<file path="src/rtl/bpsk_frame_ctrl_if.sv">
// Byte-source / modulator-side signal bundle for bpsk_frame_ctrl.
// master: byte source + frame requester; slave: the frame controller.
interface bpsk_frame_ctrl_if;
  logic       start;
  logic [4:0] len;
  logic [7:0] byte_in;
  logic       byte_valid;
  logic       byte_ready;
  logic       tx_bit;
  logic       tx_en;
  logic       bit_strobe;
  logic       busy;
  logic       done;
  logic       underrun;

  modport master (
    output start, len, byte_in, byte_valid,
    input  byte_ready, tx_bit, tx_en, bit_strobe, busy, done, underrun
  );

  modport slave (
    input  start, len, byte_in, byte_valid,
    output byte_ready, tx_bit, tx_en, bit_strobe, busy, done, underrun
  );
endinterface

</file>
<file path="src/rtl/bpsk_frame_ctrl.sv">
// BPSK frame sequencer: preamble, sync word, LEN payload bytes (valid/ready
// pulled, one-byte prefetch) and optional CRC-8, as an NRZ stream with one
// bit per BIT_PERIOD clocks.
// Optional feature macro: BPSK_CRC8_EN (CRC-8 poly 0x07 byte after payload).
module bpsk_frame_ctrl #(
  parameter int          BIT_PERIOD    = 1200,
  parameter int          CARRIER_DIV   = 120,
  parameter int          PREAMBLE_BITS = 16,
  parameter logic [7:0]  SYNC_WORD     = 8'b10110010
) (
  input logic              clk,
  input logic              rst,
  bpsk_frame_ctrl_if.slave bus
);

  localparam int             TW       = (BIT_PERIOD > 1) ? $clog2(BIT_PERIOD) : 1;
  localparam logic [TW-1:0]  TMAX     = TW'(BIT_PERIOD - 1);
  localparam logic [7:0]     PRE_LAST = 8'(PREAMBLE_BITS - 1);

  // Bit edges must land on carrier cycle boundaries or the modulator
  // produces a partial carrier period at every bit change.
  generate
    if ((BIT_PERIOD % (2 * CARRIER_DIV)) != 0) begin : g_bad_period
      $error("BIT_PERIOD must be a multiple of 2*CARRIER_DIV");
    end
    if ((PREAMBLE_BITS < 2) || (PREAMBLE_BITS > 255)) begin : g_bad_pre
      $error("PREAMBLE_BITS must be in 2..255");
    end
  endgenerate

  typedef enum logic [2:0] {
    S_IDLE,
    S_PRE,
    S_SYNC,
    S_PAY,
`ifdef BPSK_CRC8_EN
    S_CRC,
`endif
    S_FIN
  } state_t;

  state_t         state, state_n;
  logic [TW-1:0]  timer;
  logic [7:0]     bit_cnt;
  logic [4:0]     len_q;
  logic [4:0]     acc_cnt;    // bytes accepted over the handshake
  logic [4:0]     load_cnt;   // bytes moved into the shifter
  logic [7:0]     hold_q;
  logic           hold_v;
  logic [7:0]     shift_q;
  logic           und_q;

  logic           tx_en_c;
  logic           strobe;
  logic           ready;
  logic           xfer;
  logic           avail;
  logic [7:0]     avail_byte;
  logic           bytes_left;
  logic           load;
  logic           und_set;

`ifdef BPSK_CRC8_EN
  logic [7:0]     crc_q;

  // Byte-at-a-time CRC-8, poly 0x07, MSB first (matches transmit order).
  function automatic logic [7:0] crc8_byte(input logic [7:0] c, input logic [7:0] d);
    logic [7:0] r;
    r = c ^ d;
    for (int i = 0; i < 8; i++) r = r[7] ? ((r << 1) ^ 8'h07) : (r << 1);
    return r;
  endfunction
`endif

  assign tx_en_c    = (state == S_PRE) || (state == S_SYNC) || (state == S_PAY)
`ifdef BPSK_CRC8_EN
                      || (state == S_CRC)
`endif
                      ;
  assign strobe     = tx_en_c && (timer == TMAX);
  assign ready      = !hold_v && (acc_cnt < len_q) &&
                      ((state == S_PRE) || (state == S_SYNC) || (state == S_PAY));
  assign xfer       = ready && bus.byte_valid;
  // A byte arriving on the boundary edge counts as present.
  assign avail      = hold_v || xfer;
  assign avail_byte = hold_v ? hold_q : bus.byte_in;
  assign bytes_left = load_cnt < len_q;

  // Next-state logic and byte-boundary decisions.
  always_comb begin
    state_n = state;
    load    = 1'b0;
    und_set = 1'b0;
    case (state)
      S_IDLE: if (bus.start) state_n = S_PRE;
      S_PRE:  if (strobe && bit_cnt == PRE_LAST) state_n = S_SYNC;
      S_SYNC, S_PAY: begin
        if (strobe && bit_cnt == 8'd7) begin
          if (bytes_left) begin
            if (avail) begin
              state_n = S_PAY;
              load    = 1'b1;
            end else begin
              state_n = S_FIN;
              und_set = 1'b1;
            end
          end else begin
`ifdef BPSK_CRC8_EN
            state_n = S_CRC;
`else
            state_n = S_FIN;
`endif
          end
        end
      end
`ifdef BPSK_CRC8_EN
      S_CRC:  if (strobe && bit_cnt == 8'd7) state_n = S_FIN;
`endif
      S_FIN:  state_n = S_IDLE;
      default: state_n = S_IDLE;
    endcase
  end

  // State register, bit timing and payload datapath.
  always_ff @(posedge clk) begin
    if (rst) begin
      state    <= S_IDLE;
      timer    <= '0;
      bit_cnt  <= '0;
      len_q    <= '0;
      acc_cnt  <= '0;
      load_cnt <= '0;
      hold_q   <= '0;
      hold_v   <= 1'b0;
      shift_q  <= '0;
      und_q    <= 1'b0;
`ifdef BPSK_CRC8_EN
      crc_q    <= '0;
`endif
    end else begin
      state <= state_n;

      if (state == S_IDLE) begin
        // Everything restarts here so the frame begins with timer 0.
        timer    <= '0;
        bit_cnt  <= '0;
        acc_cnt  <= '0;
        load_cnt <= '0;
        hold_v   <= 1'b0;
        und_q    <= 1'b0;
`ifdef BPSK_CRC8_EN
        crc_q    <= '0;
`endif
        if (bus.start) len_q <= bus.len;
      end else begin
        if (tx_en_c) timer <= strobe ? '0 : timer + 1'b1;

        // Outside the preamble bit 7 always ends a byte.
        if (strobe)
          bit_cnt <= ((state_n != state) || (state != S_PRE && bit_cnt == 8'd7))
                     ? 8'd0 : bit_cnt + 8'd1;

        if (und_set) und_q <= 1'b1;

        if (xfer) acc_cnt <= acc_cnt + 5'd1;

        if (load) hold_v <= 1'b0;
        else if (xfer) begin
          hold_q <= bus.byte_in;
          hold_v <= 1'b1;
        end

        if (load) begin
          shift_q  <= avail_byte;
          load_cnt <= load_cnt + 5'd1;
`ifdef BPSK_CRC8_EN
          crc_q    <= crc8_byte(crc_q, avail_byte);
`endif
        end
`ifdef BPSK_CRC8_EN
        else if (state_n == S_CRC && state != S_CRC) shift_q <= crc_q;
        else if (strobe && (state == S_PAY || state == S_CRC)) shift_q <= shift_q << 1;
`else
        else if (strobe && state == S_PAY) shift_q <= shift_q << 1;
`endif
      end
    end
  end

  // Bit source selection by frame section.
  always_comb begin
    bus.tx_bit = 1'b0;
    case (state)
      S_PRE:  bus.tx_bit = ~bit_cnt[0];
      S_SYNC: bus.tx_bit = SYNC_WORD[3'd7 - bit_cnt[2:0]];
      S_PAY:  bus.tx_bit = shift_q[7];
`ifdef BPSK_CRC8_EN
      S_CRC:  bus.tx_bit = shift_q[7];
`endif
      default: bus.tx_bit = 1'b0;
    endcase
  end

  assign bus.tx_en      = tx_en_c;
  assign bus.bit_strobe = strobe;
  assign bus.byte_ready = ready;
  assign bus.busy       = (state != S_IDLE);
  assign bus.done       = (state == S_FIN);
  assign bus.underrun   = (state == S_FIN) && und_q;

endmodule

</file>
<file path="src/flat_wrapper.sv">
// flat-port wrapper written by rule: the top's interface ports become plain ports
module bpsk_frame_ctrl_flat 
#(
  parameter int          BIT_PERIOD    = 1200,
  parameter int          CARRIER_DIV   = 120,
  parameter int          PREAMBLE_BITS = 16,
  parameter logic [7:0]  SYNC_WORD     = 8'b10110010
)
  (clk, rst, bus_start, bus_len, bus_byte_in, bus_byte_valid, bus_byte_ready, bus_tx_bit, bus_tx_en, bus_bit_strobe, bus_busy, bus_done, bus_underrun);
  bpsk_frame_ctrl_if bus_i ();
  input logic clk;
  input logic rst;
  input wire logic [$bits(bus_i.start)-1:0] bus_start;
  input wire logic [$bits(bus_i.len)-1:0] bus_len;
  input wire logic [$bits(bus_i.byte_in)-1:0] bus_byte_in;
  input wire logic [$bits(bus_i.byte_valid)-1:0] bus_byte_valid;
  output wire logic [$bits(bus_i.byte_ready)-1:0] bus_byte_ready;
  output wire logic [$bits(bus_i.tx_bit)-1:0] bus_tx_bit;
  output wire logic [$bits(bus_i.tx_en)-1:0] bus_tx_en;
  output wire logic [$bits(bus_i.bit_strobe)-1:0] bus_bit_strobe;
  output wire logic [$bits(bus_i.busy)-1:0] bus_busy;
  output wire logic [$bits(bus_i.done)-1:0] bus_done;
  output wire logic [$bits(bus_i.underrun)-1:0] bus_underrun;
  assign bus_i.start = bus_start;
  assign bus_i.len = bus_len;
  assign bus_i.byte_in = bus_byte_in;
  assign bus_i.byte_valid = bus_byte_valid;
  assign bus_byte_ready = bus_i.byte_ready;
  assign bus_tx_bit = bus_i.tx_bit;
  assign bus_tx_en = bus_i.tx_en;
  assign bus_bit_strobe = bus_i.bit_strobe;
  assign bus_busy = bus_i.busy;
  assign bus_done = bus_i.done;
  assign bus_underrun = bus_i.underrun;
  bpsk_frame_ctrl #(.BIT_PERIOD(BIT_PERIOD), .CARRIER_DIV(CARRIER_DIV), .PREAMBLE_BITS(PREAMBLE_BITS), .SYNC_WORD(SYNC_WORD)) u_core (.clk(clk), .rst(rst), .bus(bus_i));
endmodule
</file>
<file path="config.mk">
export PLATFORM = sky130hd
export DESIGN_NAME = bpsk_frame_ctrl_flat
export DESIGN_NICKNAME = d
export VERILOG_FILES = /design/src/rtl/bpsk_frame_ctrl_if.sv /design/src/rtl/bpsk_frame_ctrl.sv /design/src/flat_wrapper.sv
export SDC_FILE = /design/constraint.sdc
export NUM_CORES = 1
export LEC_CHECK = 0
export BUFFER_PORTS_ARGS = -buffer_cell sky130_fd_sc_hd__buf_4
export CAP_MARGIN = 40
export CORE_MARGIN = 2
export CORE_UTILIZATION = 50
export CTS_CLUSTER_DIAMETER = 120
export CTS_CLUSTER_SIZE = 8
export DETAILED_ROUTE_END_ITERATION = 16
export PLACE_DENSITY = 0.7
export SLEW_MARGIN = 15
export SYNTH_ARGS = -nofsm -noshare
export SYNTH_HDL_FRONTEND = slang
export SYNTH_SLANG_ARGS = --single-unit
</file>
<file path="constraint.sdc">
create_clock -name clk -period 3.21 [get_ports clk]
set_input_delay 0.4815 -clock clk [delete_from_list [all_inputs] [get_ports clk]]
set_output_delay 0.4815 -clock clk [all_outputs]
set_load 0.005 [all_outputs]
</file>
==> metrics.txt <==
pwr/cell area 377 nW/um2; crit path time final 2700 ps; Nets 380; Buffers on Ports 23; max cap viols 0; WP buf/inv 3; status finished, final reports clean; CTS max path bufs 2; worst hold path class in -> reg; GRT overflow 0; DP HPWL 4060 um; CTS tree yes; final setup violation count 0; Inserted Clock Buffers 5; Critical-path top delay cell dfxtp_1; Worst setup EP type output port; CP peak stage delay 490 ps; synthesized area 2910 um2; Slew @ Worst Pin 754 ps; Pre-antenna DRT Iters 4; final clock skew 13.1 ps; Reg2Reg Setup Slack 530 ps; sequential power share 57.6%; CTS HTree Levels 2; WHS Path Cells 3; Die ar. 6440 um2; r2r startpoint u_core.bit_cnt[0]; GPL Wtd Cong 0.784; total number of vias 2277; WL final 5660 um; 1st-iter DRT viols 112; Num Clock Sinks 55; WP data arrival 2220 ps; Core Region 5570 um2; Clk pwr share 33.3%; initial antenna violation count 0; Final period util 84.0%; top post-synthesis cells by area dfxtp_1 38%, nor2_1 6.5%, ha_1 6.0%, mux2i_1 5.9%, nand2_1 4.5%; vias per inst 5.40; Setup CP Type reg -> out; I/O pin count 24; Mapped Nets 360; FF-to-FF End u_core.shift_q[4]; post_cts resized 0; drt wl/cell 13.4 um; CP cell instances o21bai_1 > clkinv_1 > and4_1 > nand2_1 > inv_2 > buf_4; Die H 80.3 um; Post-synth ARST share 0%; Overall Global Routing Usage 18.9%; final antenna-violating net count 0; nature of the critical path startpoint register; total power draw 1.21 mW; Cell variety after synth 51; antenna cells 0; postcts setup bufs 0; CP Max Fanout 10; global-route wire length before repair 9730 um; die width 80.3 um; Initial Util 52.2%; DRC 0; hold_ws 411 ps; Leak 1.17 nW; Setup Total Neg Slack 0 ps; largest net degree at the start of global routing 28; number of synthesized register bits 55; most frequent cell after synthesis dfxtp_1; top cell family by delay on the critical path buffers and inverters; Synth top cells by count 55 x dfxtp_1, 50 x nor2_1, 35 x nand2_1; dominant cell type by area after synthesis dfxtp_1; vias in the first global route 2134; R2R cell count 8; Int Power 914 uW; Worst IR Drop VDD 0.219 mV; switch share 24.6%; sw power 298 uW; Worst-path clk slew 100 ps; CTS Hold Bufs 0; ys flop type dfxtp_1; Crit path required time 2730 ps; clk_lat worst skew 310 ps; worst hold start bus_byte_in[4]; share of cells above drive strength 1 17.7%; Area Growth Syn to Fin 10.8%; top cell type's share of synthesized area 37.9%; unrepaired setup endpoints after global routing false; Yosys warnings 0; hold endpoint u_core.hold_q[4]; Final Max Slew Viols 0; Comb pwr share 9.1%; Mean Syn Cell Area 8.84 um2; Post-synth EDFFs 0; Rows 27; Root Driver clkbuf_8; Max Clock Freq 371 MHz; Slew headroom 49.2%; Final Hold Viols 0; sequential-to-total area share from yosys stat 37.9%; Syn Inst Count 329
==> sequential cells by signal (all words and copies together), names as in the netlist <==
| name | flops |
|---|---|
| u_core.acc_cnt | 5 |
| u_core.timer | 11 |
| u_core.load_cnt | 5 |
| u_core.bit_cnt | 8 |
| u_core.hold_q | 8 |
| u_core.state | 3 |
| u_core.shift_q | 8 |
| u_core.und_q | 1 |
| u_core.hold_v | 1 |
| u_core.len_q | 5 |
==> power by group through the flow <==
| stage | combinational, mW | sequential, mW | clock, mW |
|---|---|---|---|
| floorplan | 0.0750 | 0.710 | 0 |
| global placement | 0.109 | 0.714 | 0 |
| detailed placement | 0.111 | 0.715 | 0 |
| CTS | 0.111 | 0.699 | 0.415 |
| global route | 0.124 | 0.701 | 0.441 |
| finish | 0.110 | 0.699 | 0.404 |
==> layout make-up <==
class                           count  area [um2]
Sequential cell                    55        1100
Inverter                           15        56.3
Clock inverter                      1        8.76
Clock buffer                        7        86.3
Timing Repair Buffer               25         188
Fill cell                         528        2350
Multi-Input combinational cell    247        1690
Tap cell                           72        90.1
==> placed cells by master, fill, tap and decap left out, types with 12 or more instances in the layout <==
cell     netlist  routed
a21oi_1       18      18
nand3_1       12      12
ha_1          14      14
nand2_1       35      35
dfxtp_1       55      55
inv_1         13      13
nor2_1        50      50
buf_4          0      25
mux2i_1       17      17
xor2_1        12      12
==> cells by family after synthesis <==
group | share of synthesized area (%)
adders and majority gates | 6.02
and+or+nand+nor | 23.6
muxes | 8.95
buffers and inverters | 4.00
xor gates and xnor gates | 6.63
AOI/OAI and AO/OA | 13.0
DFF | 37.9
==> how the worst max path moves through the flow <==
stage / slack (ps) / start / depth (start not counted) / end
floorplan: 750 / u_core.bit_cnt[0] / 8 / u_core.load_cnt[1]
global placement: 610 / u_core.bit_cnt[0] / 8 / u_core.load_cnt[1]
detailed placement: 550 / u_core.bit_cnt[0] / 8 / u_core.load_cnt[1]
CTS: 510 / u_core.state[2] / 6 / bus_bit_strobe
global route: 280 / u_core.state[0] / 6 / bus_bit_strobe
finish: 510 / u_core.state[2] / 6 / bus_bit_strobe
==> metal layers <==
layer	routed length, um	share of wire [%]	up-vias	GRT usage (%)
met5	0	0	-	0
met4	80	1.4	0	5.76
met3	232	4.1	9	4.27
met2	2590	46	35	30.7
met1	2760	49	1052	25.1
li1	-	-	1181	-
==> worst register-to-register path, stage by stage (launching register included) <==
cell and delay (ps):
dfxtp_1 440, ha_1 240, or4b_4 490, nor3b_4 350
nand4b_4 170, a2111oi_4 300, buf_4 330, nor2_1 100
a211oi_2 200
==> through the flow <==
stage | cells | util (%) | instance area [um2] | setup WS, ps
global placement | 414 | 56.1 | 3130 | 610
finish | 422 | 57.8 | 3220 | 512
CTS | 422 | 57.8 | 3220 | 511
floorplan | 329 | - | 2910 | 753
detailed placement | 414 | 56.1 | 3130 | 545
global route | 422 | 57.8 | 3220 | 276
(Power assumes the default switching activity.)
